[config.mk]
export PLATFORM = sky130hd
export DESIGN_NAME = mem_arbiter
export DESIGN_NICKNAME = d
export VERILOG_FILES = /design/src/rtl/mem_arbiter.sv
export SDC_FILE = /design/constraint.sdc
export NUM_CORES = 1
export LEC_CHECK = 0
export ABC_CLOCK_PERIOD_IN_PS = 4800
export CORE_MARGIN = 2
export CORE_UTILIZATION = 44
export CTS_CLUSTER_DIAMETER = 60
export DETAILED_ROUTE_END_ITERATION = 12
export PLACE_DENSITY = 0.87
export SETUP_SLACK_MARGIN = 0.02
export SYNTH_ARGS = -nofsm -noshare
export SYNTH_HDL_FRONTEND = slang
export SYNTH_SLANG_ARGS = --single-unit
[constraint.sdc]
create_clock -name clock -period 4.8 [get_ports clock]
set_clock_uncertainty 0.1 [all_clocks]
set_input_delay 0.72 -clock clock [delete_from_list [all_inputs] [get_ports clock]]
set_output_delay 0.72 -clock clock [all_outputs]
set_load 0.05 [all_outputs]
[src/rtl/mem_arbiter.sv]
// Two-port req/ack arbiter sharing one single-port memory between CPU and IO.
// Define ARB_ROUND_ROBIN_EN for round-robin tie breaking (default: CPU priority).
module mem_arbiter #(
    parameter int AW      = 16,
    parameter int DW      = 16,
    parameter int MEM_LAT = 1
) (
    input  logic          clock,
    input  logic          reset,
    input  logic          cpu_req,
    input  logic          cpu_we,
    input  logic [AW-1:0] cpu_addr,
    input  logic [DW-1:0] cpu_wdata,
    output logic [DW-1:0] cpu_rdata,
    output logic          cpu_ack,
    input  logic          io_req,
    input  logic          io_we,
    input  logic [AW-1:0] io_addr,
    input  logic [DW-1:0] io_wdata,
    output logic [DW-1:0] io_rdata,
    output logic          io_ack,
    output logic          mem_en,
    output logic          mem_we,
    output logic [AW-1:0] mem_addr,
    output logic [DW-1:0] mem_wdata,
    input  logic [DW-1:0] mem_rdata,
    output logic          busy
);

    typedef enum logic [1:0] {
        IDLE,
        ACCESS,
        DONE
    } state_t;

    localparam logic [2:0] LAT_M1 = 3'(MEM_LAT - 1);

    state_t        state_q, state_d;
    logic          owner_q, owner_d;
    logic          we_q, we_d;
    logic [2:0]    cnt_q, cnt_d;
    logic          mem_en_q, mem_en_d;
    logic          mem_we_q, mem_we_d;
    logic [AW-1:0] mem_addr_q, mem_addr_d;
    logic [DW-1:0] mem_wdata_q, mem_wdata_d;
    logic [DW-1:0] cpu_rdata_q, cpu_rdata_d;
    logic [DW-1:0] io_rdata_q, io_rdata_d;
    logic          cpu_ack_q, cpu_ack_d;
    logic          io_ack_q, io_ack_d;
    logic          busy_q, busy_d;
    logic          grant_io;
    logic          done_now;

    assign done_now = (state_q == ACCESS) && (cnt_q == 3'd0);

`ifdef ARB_ROUND_ROBIN_EN
    logic last_owner_q, last_owner_d;

    // On a tie the requester that did not own the last grant wins.
    assign grant_io = io_req & (~cpu_req | ~last_owner_q);

    always_comb begin
        last_owner_d = last_owner_q;
        if (done_now)
            last_owner_d = owner_q;
    end

    always_ff @(posedge clock) begin
        if (!reset)
            last_owner_q <= 1'b1;
        else
            last_owner_q <= last_owner_d;
    end
`else
    assign grant_io = ~cpu_req;
`endif

    always_comb begin
        state_d     = state_q;
        owner_d     = owner_q;
        we_d        = we_q;
        cnt_d       = cnt_q;
        mem_en_d    = 1'b0;
        mem_we_d    = 1'b0;
        mem_addr_d  = mem_addr_q;
        mem_wdata_d = mem_wdata_q;
        cpu_rdata_d = cpu_rdata_q;
        io_rdata_d  = io_rdata_q;
        cpu_ack_d   = 1'b0;
        io_ack_d    = 1'b0;
        unique case (state_q)
            IDLE: begin
                if (cpu_req || io_req) begin
                    owner_d     = grant_io;
                    we_d        = grant_io ? io_we : cpu_we;
                    mem_addr_d  = grant_io ? io_addr : cpu_addr;
                    mem_wdata_d = grant_io ? io_wdata : cpu_wdata;
                    cnt_d       = LAT_M1;
                    mem_en_d    = 1'b1;
                    mem_we_d    = we_d;
                    state_d     = ACCESS;
                end
            end
            ACCESS: begin
                if (cnt_q == 3'd0) begin
                    state_d = DONE;
                    if (!we_q) begin
                        if (owner_q)
                            io_rdata_d = mem_rdata;
                        else
                            cpu_rdata_d = mem_rdata;
                    end
                    if (owner_q)
                        io_ack_d = 1'b1;
                    else
                        cpu_ack_d = 1'b1;
                end else begin
                    cnt_d = cnt_q - 3'd1;
                end
            end
            DONE: begin
                state_d = IDLE;
            end
            default: begin
                state_d = IDLE;
            end
        endcase
        busy_d = (state_d != IDLE);
    end

    always_ff @(posedge clock) begin
        if (!reset) begin
            state_q     <= IDLE;
            owner_q     <= 1'b0;
            we_q        <= 1'b0;
            cnt_q       <= 3'd0;
            mem_en_q    <= 1'b0;
            mem_we_q    <= 1'b0;
            mem_addr_q  <= '0;
            mem_wdata_q <= '0;
            cpu_rdata_q <= '0;
            io_rdata_q  <= '0;
            cpu_ack_q   <= 1'b0;
            io_ack_q    <= 1'b0;
            busy_q      <= 1'b0;
        end else begin
            state_q     <= state_d;
            owner_q     <= owner_d;
            we_q        <= we_d;
            cnt_q       <= cnt_d;
            mem_en_q    <= mem_en_d;
            mem_we_q    <= mem_we_d;
            mem_addr_q  <= mem_addr_d;
            mem_wdata_q <= mem_wdata_d;
            cpu_rdata_q <= cpu_rdata_d;
            io_rdata_q  <= io_rdata_d;
            cpu_ack_q   <= cpu_ack_d;
            io_ack_q    <= io_ack_d;
            busy_q      <= busy_d;
        end
    end

    assign cpu_rdata = cpu_rdata_q;
    assign cpu_ack   = cpu_ack_q;
    assign io_rdata  = io_rdata_q;
    assign io_ack    = io_ack_q;
    assign mem_en    = mem_en_q;
    assign mem_we    = mem_we_q;
    assign mem_addr  = mem_addr_q;
    assign mem_wdata = mem_wdata_q;
    assign busy      = busy_q;

endmodule

=== Word level (Yosys, flattened, before mapping) ===
Cells that the tools add are included.

* Register bits: 76
* Input bits: 86
* Output and inout bits: 69
* Word-level logic and storage cells: 44

* $add $sub $neg: 1
* Equal/unequal tests: 3
* Mux-type cells: 12
* Bitwise logic cells: 3
* Reduce and logical (&&, ||, !) cells: 12

{| class="wikitable"
|+ Operator list
! cell !! number
|-
| 16-bit 2-to-1 mux || 2
|-
| 3-bit AND reduction || 3
|-
| 4-bit AND reduction || 2
|-
| 3-bit 2-to-1 mux || 2
|-
| 3-bit one-hot mux with 2 select lines || 1
|-
| 1-bit 2-to-1 mux || 4
|-
| 2-bit 2-to-1 mux || 2
|-
| 2-bit inequality test (second input constant) || 2
|-
| 2-bit one-hot mux with 2 select lines || 1
|-
| 2-bit AND reduction || 2
|-
| 2-bit nonzero test || 2
|-
| 3-bit zero test || 1
|-
| 1-bit NOT || 3
|-
| 3-bit by 1-bit subtractor with 3-bit output (second input constant) || 1
|-
| 2-bit by 1-bit equality test with 1-bit output (second input constant) || 1
|-
| 2-bit zero test || 1
|-
| 1-bit logical OR || 1
|}

=== Logic depth before layout (Yosys ltp) ===
* Depth in word-level cells: 4
* Gate-level depth with buffers: 8
* Depth with buffers taken out: 5

=== Worst setup path before layout ===
OpenSTA, ideal clock, no wires.

* Kind: input to register
* Start point: in cpu_req
* End point: reg mem_addr_q[0], in the netlist mem_addr[0]
* Library setup time: 81 ps
* Data arrival time: 1,715 ps
* Required time: 4,619 ps
* Slack: 2,904 ps
* Cell stages on the path: 7
* Path buffers: 4
* Cells stage by stage: buf_6 > or2_1 > buf_6 > and2_4 > buf_6 > buf_6 > a211oi_2

* Longest elaborated chain between the ends: 2
* Elaborated cells on any way between the ends: 3
* Those cells by class: mux (1); reduce/logical (2)

{| class="wikitable"
|+ Ends and longest elaborated chain
! item !! line !! RTL
|-
| start: declaration || 10 || <nowiki>input logic cpu_req,</nowiki>
|-
| 1-bit logical OR || 93 || <nowiki>if (cpu_req || io_req) begin</nowiki>
|-
| 2-bit AND reduction (no line) || - ||
|-
| end signal: assignment || 153 || <nowiki>mem_addr_q <= mem_addr_d;</nowiki>
|-
| end: declaration || 44 || <nowiki>logic [AW-1:0] mem_addr_q, mem_addr_d;</nowiki>
|}

Several ways; a longest one is shown, not always the timed one.
A chain may end at the register's enable or synchronous reset.

=== Final worst setup path ===
* Start point: in io_req
* End point: reg mem_wdata_q[1], in the netlist mem_wdata[1]

* Longest elaborated chain between the ends: 2

{| class="wikitable"
|+ Ends and longest elaborated chain
! item !! line !! RTL
|-
| start: declaration || 16 || <nowiki>input logic io_req,</nowiki>
|-
| 1-bit logical OR || 93 ||
|-
| 2-bit AND reduction (no line) || - ||
|-
| end signal: assignment || 154 || <nowiki>mem_wdata_q <= mem_wdata_d;</nowiki>
|-
| end: declaration || 45 || <nowiki>logic [DW-1:0] mem_wdata_q, mem_wdata_d;</nowiki>
|}

Every way passes these cells.

==> results.sh <==
export IMPL_fin_total_pwr_w=0.00184
export IMPL_setup_tns_final_ns=0
export IMPL_avgSynthCellArea_um2=10.4
export IMPL_start_util=0.456
export IMPL_wl_per_cell_um=16.1
export IMPL_grt_pass1_vias=2908
export IMPL_drc=0
export IMPL_critPathLaunchType="input pin"
export IMPL_cts_resized=0
export IMPL_final_nets=548
export IMPL_grt_ovfl_total=0
export IMPL_holdBufCountCts=0
export IMPL_critPathArrivalTime_ns=2.63
export IMPL_dp_hpwl_um=6610
export IMPL_rsz0062_at_grt="false"
export IMPL_antennaDiodeCount=0
export IMPL_tightest_slew_ns=1.11
export IMPL_synth_seq_cells=76
export IMPL_grt_max_degree=51
export IMPL_path_max_fanout=34
export IMPL_hp_class="reg2reg"
export IMPL_die_area_um2=8270
export IMPL_cts_root_buf="clkbuf_8"
export IMPL_post_synth_xor_area_fraction=0
export IMPL_antenna_left=0
export IMPL_num_io_pins=155
export IMPL_combPwrFrac=0.320
export IMPL_period_minus_slack_ns=2.55
export IMPL_syn_area_um2=3330
export IMPL_crit_chain="clkdlybuf4s50_1, or2_1, and2_4, a211oi_1"
export IMPL_fillers=570
export IMPL_worstSetupEndpointType="register"
export IMPL_slew_violations=0
export IMPL_cts_buffer_depth=2
export IMPL_clock_latency_ns=0.34
export IMPL_area_delta_synth_final_pct=52.0
export IMPL_fmax_ghz=0.392
export IMPL_syn_nets=408
export IMPL_wirelength_um=9100
export IMPL_coreArea_um2=7290
export IMPL_syn_instance_count=320
export IMPL_mostFrequentLayoutCells="153 x clkdlybuf4s50_1, 76 x dfxtp_1, 65 x mux2i_1"
export IMPL_grt_util_all_layers=0.216
export IMPL_drv_cap=0
export IMPL_drt_iter0_markers=85
export IMPL_max_stage_delay_ns=0.65
export IMPL_die_x_um=91.0
export IMPL_final_hold_violation_count=0
export IMPL_crit_required_ns=4.88
export IMPL_p_sw_w=0.000627
export IMPL_leakage_nw=2.09
export IMPL_clockPowerShare=0.286
export IMPL_cts_setup_buffers=0
export IMPL_rows=31
export IMPL_seqPwrFrac=0.393
export IMPL_die_h_um=91.0
export IMPL_synth_simple_area_share=0.100
export IMPL_clk_pin_slew_ns=0.08
export IMPL_synthAdderAreaFrac=0.00752
export IMPL_io_buffers=154
export IMPL_drt_first_pass_iters=4
export IMPL_outcome="completed"
export IMPL_power_internal_w=0.00121
export IMPL_sw_frac_of_total=0.341
export IMPL_synth_top_family_by_area="multiplexers"
export IMPL_worst_path_buf_inv=1
export IMPL_viasPerCell=5.18
export IMPL_numCtsBuffers=9
export IMPL_synth_compound_area_share=0.184
export IMPL_setup_viol=0
export IMPL_yosys_warnings=0
export IMPL_grt_first_pass_wirelength_um=14400
export IMPL_muxShareOfSynthArea=0.196
export IMPL_relSlewSlack=0.257
export IMPL_finalWeightedCongestion=0.733
export IMPL_cts_htree_levels=3
export IMPL_ys_types=28
export IMPL_vias=2920
export IMPL_antenna_found_initial=0
export IMPL_slowest_stage="and2_4"
export IMPL_cp_top_family="simple AND/OR/NAND/NOR gates"
export IMPL_peakVddDrop_v=0.000235
export IMPL_cts_tree="built"
export IMPL_ys_seq_area_frac=0.457
export IMPL_path_class="in2reg"
export IMPL_mostFrequentLayoutCell="clkdlybuf4s50_1"
export IMPL_period_share=0.532
export IMPL_layout_drive_gt1_share=0.118
export IMPL_p_per_area_nw_per_um2=364
export IMPL_clock_sinks=76
==> per-stage QoR <==
step	cells	hold slack [ns]	area (um2)	util	worst slack, ns
after floorplan	320	0.338	3330	-	2.90
after global placement	548	0.343	4840	0.664	2.01
after detailed placement	548	0.353	4840	0.664	1.93
after CTS	564	0.367	5060	0.694	2.30
after global routing	564	0.386	5060	0.694	2.17
final	564	0.365	5060	0.694	2.25
==> cell usage after synthesis (all sizes together) <==
library cell | n | area share
nor2b | 1 | 0.0019
mux2i | 65 | 0.20
buf | 17 | 0.039
inv | 3 | 0.0034
nand3 | 1 | 0.0053
and3b | 1 | 0.0026
a211oi | 35 | 0.12
a21oi | 36 | 0.054
nand2b | 2 | 0.0038
clkbuf | 12 | 0.014
dfxtp | 76 | 0.46
or2 | 1 | 0.0019
nand2 | 49 | 0.055
a41o | 1 | 0.0030
and2 | 2 | 0.0045
nor2 | 5 | 0.0064
o31ai | 1 | 0.0023
ha | 2 | 0.0075
nor4 | 1 | 0.0019
nand3b | 4 | 0.0090
nor3 | 5 | 0.0075
==> per-layer routing <==
metal | track usage | wire length, um | up-vias
li1 | - | - | 1416
met3 | 0.0822 | 921 | 10
met2 | 0.364 | 4300 | 140
met1 | 0.253 | 3760 | 1354
met5 | 0 | 0 | -
met4 | 0.0682 | 117 | 0
==> kinds of logic (layout without fill, tap and decap cells) <==
family / count (synthesis) / in the layout
compound gates: 73 / 73
fa+ha+maj: 2 / 2
buf+inv: 32 / 177
flops: 76 / 76
mux: 65 / 65
simple gates: 72 / 72
==> sequential cells by signal, summed over array words and instances (netlist names) <==
signal     cells
io_ack         1
owner_q        1
mem_we         1
mem_en         1
we_q           1
cpu_rdata     16
busy           1
cpu_ack        1
cnt_q          3
mem_addr      16
mem_wdata     16
state_q        2
io_rdata      16
==> area by class of cell <==
type | count | area (um2) | share of cell area
flip-flops and latches | 76 | 1520 | 0.301
clock buffers | 9 | 124 | 0.0245
inverters | 3 | 11.3 | 0.00223
clock inverters | 7 | 91.3 | 0.0181
multi-input cells | 212 | 1620 | 0.320
repair buffers | 158 | 1570 | 0.310
well taps | 99 | 124 | 0.0245
==> worst register-to-register path: stages (launching register included) <==
cell	delay (ns)
dfxtp_1	0.32
inv_1	0.08
ha_1	0.20
and3b_1	0.31
nand3b_1	0.80
mux2i_1	0.40
==> path summary, 6_finish.rpt <==
kind / endpoint / slack [ns] / depth (start not counted) / start
setup / recovery: mem_wdata[1]$_SDFFE_PN0P_ / 2.25 / 4 / io_req
hold / removal: cpu_rdata[5]$_SDFFE_PN0P_ / 0.36 / 2 / cpu_rdata[5]$_SDFFE_PN0P_
setup reg to reg: cpu_rdata[11]$_SDFFE_PN0P_ / 2.49 / 5 / cnt_q[0]$_SDFFE_PN0P_
hold reg to reg: cpu_rdata[5]$_SDFFE_PN0P_ / 0.36 / 2 / cpu_rdata[5]$_SDFFE_PN0P_
==> power groups by stage <==
stage / logic, W / clock network (W) / registers [W]
finish: 0.000589 / 0.000527 / 0.000723
global route: 0.000617 / 0.000566 / 0.000730
floorplan: 0.000200 / 0 / 0.000923
detailed placement: 0.000590 / 0 / 0.000737
global placement: 0.000579 / 0 / 0.000736
CTS: 0.000592 / 0.000535 / 0.000723
(Power assumes the default switching activity.)
